===== config.mk =====
export PLATFORM = sky130hd
export DESIGN_NAME = conv_pass_scheduler_flat
export DESIGN_NICKNAME = d
export VERILOG_FILES = /design/src/rtl/conv_pass_scheduler_if.sv /design/src/rtl/conv_pass_scheduler.sv /design/src/flat_wrapper.sv
export SDC_FILE = /design/constraint.sdc
export NUM_CORES = 1
export LEC_CHECK = 0
export CORE_ASPECT_RATIO = 1.2
export CORE_UTILIZATION = 45
export CTS_CLUSTER_DIAMETER = 200
export DETAILED_ROUTE_END_ITERATION = 7
export PLACE_DENSITY = 0.66
export SKIP_LAST_GASP = 1
export SLEW_MARGIN = 20
export SYNTH_ARGS = -nofsm -noshare
export SYNTH_HDL_FRONTEND = slang
export SYNTH_SLANG_ARGS = --single-unit

===== constraint.sdc =====
create_clock -name clk -period 3.8 [get_ports clk]
set_clock_uncertainty 0.05 [all_clocks]
set_input_delay 0.38 -clock clk [delete_from_list [all_inputs] [get_ports clk]]
set_output_delay 0.38 -clock clk [all_outputs]
set_load 0.02 [all_outputs]

===== src/rtl/conv_pass_scheduler_if.sv =====
// Handshake bundle between the convolution pass scheduler, the layer-control
// registers, the activation window loader and the MAC array.
interface conv_pass_scheduler_if #(
    parameter int unsigned DIM_W = 12
);
    logic             start;
    logic [DIM_W-1:0] out_width;
    logic [DIM_W-1:0] out_height;
    logic [DIM_W-1:0] channel;
    logic             busy;
    logic             pass_done;
    logic             load_start;
    logic             load_done;
    logic             mac_start;
    logic             mac_first;
    logic             mac_done;
    logic             wr_valid;
    logic [DIM_W-1:0] out_x;
    logic [DIM_W-1:0] out_y;
    logic [DIM_W-1:0] ch_idx;

    modport master (
        input  start, out_width, out_height, channel, load_done, mac_done,
        output busy, pass_done, load_start, mac_start, mac_first, wr_valid,
               out_x, out_y, ch_idx
    );

    modport slave (
        output start, out_width, out_height, channel, load_done, mac_done,
        input  busy, pass_done, load_start, mac_start, mac_first, wr_valid,
               out_x, out_y, ch_idx
    );
endinterface


===== src/rtl/conv_pass_scheduler.sv =====
// Sequences one convolution pass: output pixels row-major, channels innermost,
// one window load and one MAC per channel, a write strobe per finished pixel.
module conv_pass_scheduler #(
    parameter int unsigned DIM_W = 12
) (
    input  logic                          clk,
    input  logic                          rst,
    conv_pass_scheduler_if.master         bus
);
    typedef enum logic [2:0] {
        IDLE,
        LOAD_REQ,
        LOAD_WAIT,
        MAC_REQ,
        MAC_WAIT,
        WRITE,
        FINISH
    } state_t;

    localparam logic [DIM_W-1:0] ONE = DIM_W'(1);

    state_t           state, state_n;
    logic [DIM_W-1:0] width_q, height_q, chan_q;
    logic [DIM_W-1:0] width_n, height_n, chan_n;
    logic [DIM_W-1:0] x_q, y_q, ch_q;
    logic [DIM_W-1:0] x_n, y_n, ch_n;

    logic busy_q, pass_done_q, load_start_q, mac_start_q, mac_first_q, wr_valid_q;
    logic busy_n, pass_done_n, load_start_n, mac_start_n, mac_first_n, wr_valid_n;

    always_ff @(posedge clk) begin
        if (rst) begin
            state        <= IDLE;
            width_q      <= '0;
            height_q     <= '0;
            chan_q       <= '0;
            x_q          <= '0;
            y_q          <= '0;
            ch_q         <= '0;
            busy_q       <= 1'b0;
            pass_done_q  <= 1'b0;
            load_start_q <= 1'b0;
            mac_start_q  <= 1'b0;
            mac_first_q  <= 1'b0;
            wr_valid_q   <= 1'b0;
        end else begin
            state        <= state_n;
            width_q      <= width_n;
            height_q     <= height_n;
            chan_q       <= chan_n;
            x_q          <= x_n;
            y_q          <= y_n;
            ch_q         <= ch_n;
            busy_q       <= busy_n;
            pass_done_q  <= pass_done_n;
            load_start_q <= load_start_n;
            mac_start_q  <= mac_start_n;
            mac_first_q  <= mac_first_n;
            wr_valid_q   <= wr_valid_n;
        end
    end

    always_comb begin
        state_n  = state;
        width_n  = width_q;
        height_n = height_q;
        chan_n   = chan_q;
        x_n      = x_q;
        y_n      = y_q;
        ch_n     = ch_q;

        unique case (state)
            IDLE: begin
                if (bus.start) begin
                    width_n  = bus.out_width;
                    height_n = bus.out_height;
                    chan_n   = bus.channel;
                    x_n      = '0;
                    y_n      = '0;
                    ch_n     = '0;
                    if (bus.out_width == '0 || bus.out_height == '0 || bus.channel == '0)
                        state_n = FINISH;
                    else
                        state_n = LOAD_REQ;
                end
            end
            LOAD_REQ:  state_n = LOAD_WAIT;
            LOAD_WAIT: if (bus.load_done) state_n = MAC_REQ;
            MAC_REQ:   state_n = MAC_WAIT;
            MAC_WAIT: begin
                if (bus.mac_done) begin
                    if (ch_q < chan_q - ONE) begin
                        ch_n    = ch_q + ONE;
                        state_n = LOAD_REQ;
                    end else begin
                        state_n = WRITE;
                    end
                end
            end
            WRITE: begin
                ch_n = '0;
                if (x_q == width_q - ONE) begin
                    x_n = '0;
                    y_n = y_q + ONE;
                    state_n = (y_q == height_q - ONE) ? FINISH : LOAD_REQ;
                end else begin
                    x_n     = x_q + ONE;
                    state_n = LOAD_REQ;
                end
            end
            FINISH:  state_n = IDLE;
            default: state_n = IDLE;
        endcase

        // Strobes are decoded from the next state so they are registered and
        // coincide exactly with the cycle spent in the corresponding state.
        busy_n       = (state_n != IDLE);
        pass_done_n  = (state_n == FINISH);
        load_start_n = (state_n == LOAD_REQ);
        mac_start_n  = (state_n == MAC_REQ);
        mac_first_n  = (state_n == MAC_REQ) && (ch_n == '0);
        wr_valid_n   = (state_n == WRITE);
    end

    assign bus.busy       = busy_q;
    assign bus.pass_done  = pass_done_q;
    assign bus.load_start = load_start_q;
    assign bus.mac_start  = mac_start_q;
    assign bus.mac_first  = mac_first_q;
    assign bus.wr_valid   = wr_valid_q;
    assign bus.out_x      = x_q;
    assign bus.out_y      = y_q;
    assign bus.ch_idx     = ch_q;
endmodule


===== src/flat_wrapper.sv =====
// flat-port wrapper written by rule: the top's interface ports become plain ports
module conv_pass_scheduler_flat 
#(
    parameter int unsigned DIM_W = 12
)
  (clk, rst, bus_start, bus_out_width, bus_out_height, bus_channel, bus_load_done, bus_mac_done, bus_busy, bus_pass_done, bus_load_start, bus_mac_start, bus_mac_first, bus_wr_valid, bus_out_x, bus_out_y, bus_ch_idx);
  conv_pass_scheduler_if #(.DIM_W(DIM_W)) bus_i ();
  input  logic clk;
  input  logic rst;
  input wire logic [$bits(bus_i.start)-1:0] bus_start;
  input wire logic [$bits(bus_i.out_width)-1:0] bus_out_width;
  input wire logic [$bits(bus_i.out_height)-1:0] bus_out_height;
  input wire logic [$bits(bus_i.channel)-1:0] bus_channel;
  input wire logic [$bits(bus_i.load_done)-1:0] bus_load_done;
  input wire logic [$bits(bus_i.mac_done)-1:0] bus_mac_done;
  output wire logic [$bits(bus_i.busy)-1:0] bus_busy;
  output wire logic [$bits(bus_i.pass_done)-1:0] bus_pass_done;
  output wire logic [$bits(bus_i.load_start)-1:0] bus_load_start;
  output wire logic [$bits(bus_i.mac_start)-1:0] bus_mac_start;
  output wire logic [$bits(bus_i.mac_first)-1:0] bus_mac_first;
  output wire logic [$bits(bus_i.wr_valid)-1:0] bus_wr_valid;
  output wire logic [$bits(bus_i.out_x)-1:0] bus_out_x;
  output wire logic [$bits(bus_i.out_y)-1:0] bus_out_y;
  output wire logic [$bits(bus_i.ch_idx)-1:0] bus_ch_idx;
  assign bus_i.start = bus_start;
  assign bus_i.out_width = bus_out_width;
  assign bus_i.out_height = bus_out_height;
  assign bus_i.channel = bus_channel;
  assign bus_i.load_done = bus_load_done;
  assign bus_i.mac_done = bus_mac_done;
  assign bus_busy = bus_i.busy;
  assign bus_pass_done = bus_i.pass_done;
  assign bus_load_start = bus_i.load_start;
  assign bus_mac_start = bus_i.mac_start;
  assign bus_mac_first = bus_i.mac_first;
  assign bus_wr_valid = bus_i.wr_valid;
  assign bus_out_x = bus_i.out_x;
  assign bus_out_y = bus_i.out_y;
  assign bus_ch_idx = bus_i.ch_idx;
  conv_pass_scheduler #(.DIM_W(DIM_W)) u_core (.clk(clk), .rst(rst), .bus(bus_i));
endmodule

==> run metrics <==
worst-case vdd ir drop=0.2127 mV; GRT Overall Usage=between 20% and 30%; largest net degree at the start of global routing=61; TritonRoute pass-1 iters=6; share of synthesized cell area in and, or, nand and nor gates=29.08%; transition time at the pin with the least slew margin=slightly below 0.9 ns; GRT Max-Usage Layer=met2; residual DRC count=0; CP Cell Sequence=nor4_2 > nand2_1 > nor4_1 > xnor2_1 > ha_1 > and4_1 > a211o_1 > or3_1 > or3_1 > a211oi_1 > o211ai_1 > nor4_1; Arr. time, crit path=3.75 ns; CP max stage delay=0.42 ns; storage element area=1622 sq um; dominant synthesized flop cell=sky130_fd_sc_hd__dfxtp_1; worst reg2reg startpoint=u_core.chan_q[2]; combinational family with the most area after synthesis=simple AND/OR/NAND/NOR gates; clock transition time at the flip-flop clock pins of the worst setup and hold paths=0.06 ns; fraction of synthesized cell area in xor and xnor cells=under 10%; Compound-Gate Fraction of Synth Area=between 20% and 30%; die boundary height=116.4 microns; H-tree Lvls=3; CP delay by family, top=simple AND/OR/NAND/NOR gates; number of global-route vias before repair=4484; CP required=3.99 ns; outcome=complete, no violations; weighted congestion reported at the end of routability-driven placement=0.9391; total power=2.385 mW; most common library cells after synthesis=sky130_fd_sc_hd__nand2_1 (117), sky130_fd_sc_hd__dfxtp_1 (81), sky130_fd_sc_hd__a21oi_1 (62), sky130_fd_sc_hd__nor2_1 (40), sky130_fd_sc_hd__xnor2_1 (30); Max Freq=281.4 MHz; number of maximum-capacitance violations=0; number of antenna violations at the first check in global routing=0; met1 capacity usage during global routing=29.66%; hold path startpoint=rst; Post-synth EDFFs=0; Clock Root Buffer=sky130_fd_sc_hd__clkbuf_16; ANT nets after route=0; startpoint types=register; adder-cell share of the synthesized area=4.332%; clock latency on the worst-skew pair=0.34 ns; fraction of the yosys area taken by sequential cells=33.03%; NumNets Final=761; cells taking the most area after synthesis=sky130_fd_sc_hd__dfxtp_1 (33%), sky130_fd_sc_hd__nand2_1 (8.9%), sky130_fd_sc_hd__a21oi_1 (6.3%); M2 GR Usage=41.17%; Critical path origin=u_core.chan_q[2]; n_diodes=0; final wirelength=13.55 mm; final critical path time including I/O delays and setup=3.554 ns; half-perimeter wire length after placement=approximately 9.8 mm; first-pass GRT wire length=21.70 mm; routing usage on met3=under 10%; cell type of the slowest stage on the worst timing path=sky130_fd_sc_hd__or3_1; hold violation total from the final report=0; die footprint=11330 sq um; final-layout setup total negative slack=0 ns; fillers=1027; Setup violations, final=0; DR vias=5018; top-count cell post-synth=sky130_fd_sc_hd__nand2_1; CTS sink count=81; count of final max-slew check failures=0; Initial Utilization=46.46%; number of top-level pins=83; clock tree from TritonCTS=built; Mapped Cells=636; layout cell share with drive strength beyond 1=4.802%; horizontal die dimension=just under 100 microns; Max-Slew Margin vs Limit=~40%; count of unique library cells instantiated by Yosys=56; Via density=5.995; flip-flop and latch count after synthesis=81; Max Root-Sink Buffers=2; start-to-end type of the worst setup path=register to register; total buffers and inverters traversed by the critical path=0; static power due to leakage=2.242 nW; peak fanout along the critical path=6; post-synthesis to final-layout area growth=24.69%; number of violations reported at the end of detailed-routing iteration 0=around 230; Pwr Density=389.6 nW/um^2; mux contribution to synthesized area=0.6881%; fraction of registers with async set or reset after synthesis=0%; Post-Synthesis Cell Area=4910 sq um; CTS Buf Count=9; cell type with the largest total area after synthesis=sky130_fd_sc_hd__dfxtp_1; syn_area_per_cell=7.720 sq um; detail-routed net length per standard cell=16.19 microns; share of the cycle needed by the critical path after routing=93.53%; count of warnings emitted by yosys=0; unrepaired setup endpoints after global routing=false; leftover overflow at the end of global routing=0; buffer count from post-CTS setup fixing=0; area occupied by multi-input gates=3126 sq um; Core Area=between 10000 and 15000 sq um; worst hold path type=input port to register; syn nets=694; Worst Setup End Kind=register; standard-cell rows=41; count of port buffers added during placement=82; area fraction of the dominant cell type after synthesis=33.03%
## flip-flops by register name (all words and copies together) (netlist names)
signal and cells:
u_core.width_q 12, u_core.state 3, u_core.chan_q 12, u_core.bus.mac_first 1, u_core.bus.out_x 12, u_core.bus.load_start 1, u_core.bus.pass_done 1, u_core.height_q 12
u_core.bus.mac_start 1, u_core.bus.busy 1, u_core.bus.out_y 12, u_core.bus.wr_valid 1, u_core.bus.ch_idx 12
## final timing paths
check / to / slack [ns] / cells past startpoint
max: u_core.bus.mac_first / 0.25 / 12
min: u_core.bus.ch_idx[7] / 0.39 / 2
max reg2reg: u_core.bus.mac_first / 0.25 / 12
min reg2reg: u_core.chan_q[11] / 0.43 / 2
## cells by family after synthesis
kind of cell,after synthesis
buffers and inverters,44
DFF,81
adders and majority gates,17
muxes,3
AOI/OAI and AO/OA,153
and+or+nand+nor,293
xor gates and xnor gates,45
## cell type report
cell class                 instances  area share (%)
clock buffer                      12           4.190
clock inverter                     4          0.8379
inverter                          12          0.7357
multi-input combinational        511           51.05
sequential                        81           26.49
tap                              129           2.636
timing repair buffer              88           14.06
## routing by layer
metal	share of wire (%)	up-vias
li1	-	2468
met1	44	2348
met2	48	175
met3	5.4	27
met4	2.1	0
met5	0	-
## where the power goes
part | internal [mW] | leakage (nW) | switching (mW)
logic | 0.240 | 1.43 | 0.300
registers | 0.893 | 0.659 | 0.0637
clock network | 0.545 | 0.149 | 0.343
## stage by stage
| stage | setup slack [ns] | util, % | cells | area [sq um] | hold slack [ns] |
|---|---|---|---|---|---|
| after floorplan | 0.5258 | - | 636 | 4910 | 0.3988 |
| after global placement | 0.3064 | 54.90 | 821 | 5802 | 0.4149 |
| after detailed placement | 0.2445 | 54.90 | 821 | 5802 | 0.4201 |
| after CTS | 0.2270 | 57.81 | 837 | 6110 | 0.3843 |
| after global routing | 0.001832 | 57.93 | 837 | 6122 | 0.4019 |
| final | 0.2460 | 57.93 | 837 | 6122 | 0.3893 |
## cells in the final DEF (no fill, tap or decap), types with 4 or more instances in the layout
cell / instances
sky130_fd_sc_hd__a2111o_1: 10
sky130_fd_sc_hd__a211o_1: 6
sky130_fd_sc_hd__a211oi_1: 7
sky130_fd_sc_hd__a21o_1: 4
sky130_fd_sc_hd__a21oi_1: 62
sky130_fd_sc_hd__a31oi_1: 8
sky130_fd_sc_hd__and2_1: 8
sky130_fd_sc_hd__and3_1: 9
sky130_fd_sc_hd__and4_1: 4
sky130_fd_sc_hd__buf_4: 6
sky130_fd_sc_hd__clkbuf_16: 9
sky130_fd_sc_hd__clkdlybuf4s50_1: 81
sky130_fd_sc_hd__dfxtp_1: 81
sky130_fd_sc_hd__ha_1: 17
sky130_fd_sc_hd__inv_1: 12
sky130_fd_sc_hd__nand2_1: 117
sky130_fd_sc_hd__nand2b_1: 5
sky130_fd_sc_hd__nand3_1: 28
sky130_fd_sc_hd__nand4_1: 10
sky130_fd_sc_hd__nor2_1: 40
sky130_fd_sc_hd__nor3_1: 21
sky130_fd_sc_hd__nor4_1: 24
sky130_fd_sc_hd__nor4b_1: 5
sky130_fd_sc_hd__o2111ai_1: 9
sky130_fd_sc_hd__o21a_1: 4
sky130_fd_sc_hd__o21ai_0: 16
sky130_fd_sc_hd__or3_1: 6
sky130_fd_sc_hd__xnor2_1: 30
sky130_fd_sc_hd__xor2_1: 15
## what timing repair did
action | in CTS | in global routing
hold buffers | 0 | 0
setup endpoints to repair | 0 | 2
gates resized for setup | 0 | 3
(Power assumes the default switching activity.)
